### src/rtl/smoother_track_scheduler.sv
// Round-robin scheduler that time-shares one fixed-lag smoother engine among N IMM track filters,
// with a watchdog that aborts a hung engine pass and sticky error reporting.
module smoother_track_scheduler #(
  parameter int N_TRACKS       = 4,
  parameter int TIMEOUT_CYCLES = 1024,
  parameter int CNT_W          = 16
) (
  input  logic                        clk,
  input  logic                        rst,
  input  logic                        enable,
  input  logic [N_TRACKS-1:0]         req,
  input  logic                        err_clr,
  input  logic                        eng_done,
  output logic                        eng_start,
  output logic                        eng_abort,
  output logic [$clog2(N_TRACKS)-1:0] eng_track_id,
  output logic                        busy,
  output logic [N_TRACKS-1:0]         pending,
  output logic [N_TRACKS-1:0]         overrun,
  output logic                        timeout_err,
  output logic [CNT_W-1:0]            served_cnt,
  output logic [1:0]                  dbg_state
);

  localparam int ID_W  = $clog2(N_TRACKS);
  localparam int TMR_W = $clog2(TIMEOUT_CYCLES);
  localparam logic [TMR_W-1:0] TMR_LAST = TMR_W'(TIMEOUT_CYCLES - 1);
  localparam logic [ID_W-1:0]  LAST_RST = ID_W'(N_TRACKS - 1);

  typedef enum logic [1:0] {
    S_IDLE    = 2'd0,
    S_START   = 2'd1,
    S_WAIT    = 2'd2,
    S_RECOVER = 2'd3
  } state_t;

  state_t              r_state;
  logic [N_TRACKS-1:0] r_pending;
  logic [N_TRACKS-1:0] r_overrun;
  logic                r_timeout_err;
  logic [CNT_W-1:0]    r_served;
  logic [ID_W-1:0]     r_track_id;
  logic [ID_W-1:0]     r_last_grant;
  logic [TMR_W-1:0]    r_timer;

  logic                w_found;
  logic [ID_W-1:0]     w_pick;
  logic [ID_W-1:0]     w_idx;
  logic [N_TRACKS-1:0] w_clr;
  logic [N_TRACKS-1:0] w_ovr_set;

  // Round-robin search: first pending track strictly after the last grant, wrapping.
  always_comb begin
    w_found = 1'b0;
    w_pick  = '0;
    w_idx   = '0;
    for (int i = 1; i <= N_TRACKS; i++) begin
      w_idx = ID_W'((int'(r_last_grant) + i) % N_TRACKS);
      if (!w_found && r_pending[w_idx]) begin
        w_found = 1'b1;
        w_pick  = w_idx;
      end
    end
  end

  // A request landing on the bit START is clearing re-arms it and is not an overrun.
  assign w_clr     = (r_state == S_START) ? (N_TRACKS'(1) << r_track_id) : '0;
  assign w_ovr_set = req & r_pending & ~w_clr;

  always_ff @(posedge clk) begin
    if (rst) begin
      r_state       <= S_IDLE;
      r_pending     <= '0;
      r_overrun     <= '0;
      r_timeout_err <= 1'b0;
      r_served      <= '0;
      r_track_id    <= '0;
      r_last_grant  <= LAST_RST;
      r_timer       <= '0;
    end else begin
      r_pending <= (r_pending & ~w_clr) | req;
      r_overrun <= (err_clr ? '0 : r_overrun) | w_ovr_set;
      if (err_clr) r_timeout_err <= 1'b0;
      case (r_state)
        S_IDLE: begin
          if (enable && w_found) begin
            r_track_id <= w_pick;
            r_state    <= S_START;
          end
        end
        S_START: begin
          r_timer <= '0;
          r_state <= S_WAIT;
        end
        S_WAIT: begin
          // Completion beats the watchdog when both land in the same cycle.
          if (eng_done) begin
            r_state      <= S_IDLE;
            r_last_grant <= r_track_id;
            if (r_served != '1) r_served <= r_served + CNT_W'(1);
          end else if (r_timer == TMR_LAST) begin
            r_state       <= S_RECOVER;
            r_timeout_err <= 1'b1;
          end else begin
            r_timer <= r_timer + TMR_W'(1);
          end
        end
        S_RECOVER: begin
          r_last_grant <= r_track_id;
          r_state      <= S_IDLE;
        end
        default: r_state <= S_IDLE;
      endcase
    end
  end

  assign eng_start    = (r_state == S_START);
  assign eng_abort    = (r_state == S_RECOVER);
  assign busy         = (r_state != S_IDLE);
  assign eng_track_id = r_track_id;
  assign pending      = r_pending;
  assign overrun      = r_overrun;
  assign timeout_err  = r_timeout_err;
  assign served_cnt   = r_served;
  assign dbg_state    = r_state;

endmodule

### config.mk
export PLATFORM = sky130hd
export DESIGN_NAME = smoother_track_scheduler
export DESIGN_NICKNAME = d
export VERILOG_FILES = /design/src/rtl/smoother_track_scheduler.sv
export SDC_FILE = /design/constraint.sdc
export NUM_CORES = 1
export LEC_CHECK = 0
export CAP_MARGIN = 20
export CORE_MARGIN = 2
export CORE_UTILIZATION = 52
export DETAILED_ROUTE_END_ITERATION = 8
export PLACE_DENSITY = 0.89
export SYNTH_ARGS = -nofsm -noshare
export SYNTH_HDL_FRONTEND = slang
export SYNTH_SLANG_ARGS = --single-unit
### constraint.sdc
create_clock -name clk -period 3.1 [get_ports clk]
set_input_delay 0.62 -clock clk [delete_from_list [all_inputs] [get_ports clk]]
set_output_delay 0.62 -clock clk [all_outputs]
set_load 0.005 [all_outputs]
==> results.md <==
Status:
- The flow ran to the end, and the final reports show no timing, DRC or antenna violations.

Floorplan:
- The die is 64.9 um tall.
- For this configuration, the core starts out at a cell density of 0.534.
- The count of pins on the block boundary is 41.
- The width of the chip is 64.9 um.
- The floorplan step defined a die boundary enclosing 4210 um2.
- The area of the placeable core is 3610 um2.
- The placement row count is 22.

Global route:
- The total global routing track utilization is 0.223.
- The layer carrying the most global-route usage is met2.
- The number of antenna violations at the first check in global routing is 0.
- In the global route stage, met1 resource usage came out at 0.272.
- The wire length of the first global-routing pass is 7.33 mm.
- The number of global-route vias before repair was 1682.
- The global routing met2 resource utilization is 0.379.
- The largest net degree at the start of global routing is 19.
- In the global route stage, met3 resource usage came out at 0.0434.
- Summed over all layers, the global routing overflow is 0.

Hold path:
- The hold path depth is 2.
- In this run the worst hold path is classified as flop to flop.

STA:
- For the pin with the worst max-slew slack, the measured transition is 488 ps.
- The clock tree skew after final layout is 5.92 ps.
- Measured against its own limit, the worst slew margin works out to 0.671.
- The post-route setup TNS is 0 ps.
- The post-route worst hold slack is 465 ps.
- Setup repair after global routing left no endpoint under its margin.
- The final critical-path share of the clock period is 0.736.
- The count of final max-slew check failures is 0.
- The maximum achievable frequency is 438 MHz.
- The final setup violation count is 0.
- For the finished layout, the period the worst path requires is 2280 ps.
- The number of failing hold endpoints at the final stage is 0.
- The post-layout worst setup margin is 818 ps.

Critical path:
- The worst setup path is captured at a flop.
- Traced cell by cell, the critical path runs through clkdlybuf4s50_1 > or3b_1 > a41oi_4 > nor2_2 > or3_1 > a21oi_1.
- The required time of the critical path is 3320 ps.
- At the worst endpoint, the arrival time is 2500 ps.
- The category of the critical setup timing path is input port to flop.
- The slowest stage of the critical path belongs to the cell or3b_1.
- The worst setup path is launched from an input port.
- The largest single stage delay on the critical path is 500 ps.
- For the worst flop-to-flop path, the logic depth is 5.
- The largest fanout of any net on the critical path is 7.

Synthesis:
- The mapped netlist covers 1930 um2.
- The fraction of synthesis flops using an asynchronous set or reset pin is 0.
- The sequential cell area fraction in the yosys report is 0.426.
- Synthesis handed over a netlist of 234 instances.
- By area the synthesized netlist is led by dfxtp_1 43%, nor2_1 6.0%, a21oi_1 5.2%.
- The mean instance size in the synthesized netlist is 8.23 um2.
- Counting instances in the post-synthesis netlist gives the leading cell types as 41 x dfxtp_1, 31 x nor2_1, 20 x a21oi_1.
- During synthesis, Yosys emitted a total of 0 warnings.
- The post-synthesis cell type count is 43.
- The number of nets in the synthesized netlist is 245.
- Yosys instantiated no cell more often than dfxtp_1.
- The biggest area contributor in the post-synthesis netlist is dfxtp_1.
- The share of synthesized area in the top cell type comes to 0.426.
- The count of flip-flops with a built-in enable after synthesis is 0.
- The most used flip-flop cell after synthesis is dfxtp_1.
- The number of synthesized register bits is 41.

Placed design:
- The post-placement worst setup slack is 538 ps.
- In this run the tool buffered the top-level ports with 40 buffer cells.
- The placed wire-length estimate after detailed placement is 3.18 mm.
- The last weighted congestion value of the routability-driven placer is 0.859.

Route:
- The total number of vias is 1853.
- For this run, design rule violations remaining after detail routing come to 0.
- The first-pass detailed-route iteration total is 4.
- After detailed routing, the total wire length is 4.43 mm.
- The wire length per cell is 13.6 um.
- The detail route stage leaves a number of antenna-violating nets equal to 0.
- The count of routing violations after the opening detailed-route iteration is 132.
- After detailed routing, the number of vias per cell comes to 5.68.

Power and ir drop:
- The analysis attributes to cell leakage a power of 0.839 nW.
- The cell area power density is 443 nW/um2.
- IR analysis of the VDD net gives a maximum drop of 0.296 mV.
- The completed layout was analyzed and its total power is 1.11 mW.

Cells and area:
- The post-synthesis to final-layout area growth is 29.7%.
- The number of antenna diodes in the final layout is 0.
- Of the cells placed in the final design, the portion with a size suffix greater than 1 is 0.0504.
- The final net count is 288.

Clock network:
- After clock tree synthesis, the repair step resized 0 gates.
- The count of clock tree sinks is 41.
- The clock tree from TritonCTS is built.
- The root cell of the clock tree is clkbuf_8.
- The number of clock buffers added by TritonCTS is 5.
- Counting along the longest clock path gives a buffer depth of 2.
- The H-tree generated during clock tree synthesis spans 2 levels.
- The post-CTS setup buffer count is 0.
- The number of buffers inserted for hold repair after clock tree synthesis is 0.
- The clock insertion delay at the later pin of the skew report is 290 ps.
- The clock-pin slew on the worst setup and hold paths is 80 ps.

Job:
- Max-cap violations in this run came to 0.
[final cells by class]
class	instances	area, um2
fillers	305	1110
inverters	15	56.3
clock buffers	6	82.6
well taps	48	60.1
multi-input cells	172	1020
repair buffers	42	415
flip-flops and latches	41	821
clock inverters	2	37.5
[logic make-up (layout without fill, tap and decap cells)]
kind of cell             Yosys count  after routing  synth area share
AO/OA/AOI/OAI                     50             50             0.168
XOR/XNOR                          14             14            0.0637
adder cells (fa/ha/maj)            2              2            0.0130
buffers and inverters             21             65            0.0416
flip-flops                        41             41             0.426
multiplexers                       2              2            0.0104
AND/OR/NAND/NOR                  104            104             0.277
[through the flow]
| stage | util | area [um2] | instances |
|---|---|---|---|
| 6_report | 0.693 | 2500 | 326 |
| 5_1_grt | 0.693 | 2500 | 326 |
| 4_1_cts | 0.693 | 2500 | 326 |
| 3_5_place_dp | 0.659 | 2380 | 318 |
| 3_3_place_gp | 0.659 | 2380 | 318 |
| 2_1_floorplan | - | 1930 | 234 |
[critical path: cells and delay by family]
family                 cells  cell delay (ps)
buffers and inverters      1              450
and+or+nand+nor            3              950
AOI/OAI and AO/OA          2              480
[power by group]
| group | switching (mW) | internal, mW | leakage [nW] |
|---|---|---|---|
| Sequential | 0.0182 | 0.540 | 0.333 |
| Clock | 0.185 | 0.262 | 0.0574 |
| Combinational | 0.0479 | 0.0547 | 0.449 |
| Total | 0.251 | 0.856 | 0.839 |
[cells in the final DEF, fill, tap and decap left out, types with 2 or more instances in the layout]
master           instances
a21oi_1                 20
a22oi_1                  2
clkbuf_8                 6
nor2_1                  31
xnor2_1                  7
nand4b_1                 2
dfxtp_1                 41
xor2_1                   7
nand2_1                 14
nor3_1                   7
a31oi_1                  2
a211o_1                  3
and3_1                   2
mux2i_1                  2
or3_1                    5
nor3b_1                  2
buf_4                    2
nand2b_1                 4
nand4_1                  5
inv_1                   15
a211oi_1                 4
ha_1                     2
nor4_1                   2
clkdlybuf4s50_1         40
nand3b_1                 2
or4_1                    2
and4_1                   3
nand3_1                 16
o21ai_0                 11
or2_2                    2
[layer usage]
layer | up-vias | part of all wire
li1 | 918 | -
met1 | 851 | 0.43
met2 | 77 | 0.48
met3 | 7 | 0.077
met4 | 0 | 0.013
met5 | - | 0
[flip-flops by register name, indices dropped and copies added, names as in the netlist]
| register | flops |
|---|---|
| served_cnt | 16 |
| r_timer | 10 |
| overrun | 4 |
| pending | 4 |
| dbg_state | 2 |
| eng_track_id | 2 |
| r_last_grant | 2 |
| timeout_err | 1 |
[path summary, 6_finish.rpt]
| path | slack, ps | endpoint | from |
|---|---|---|---|
| max | 820 | r_timer[9] | eng_done |
| min | 460 | timeout_err | timeout_err |
| max reg2reg | 1120 | r_timer[9] | dbg_state[1] |
| min reg2reg | 460 | timeout_err | timeout_err |
Power figures use the tool's default switching activity.
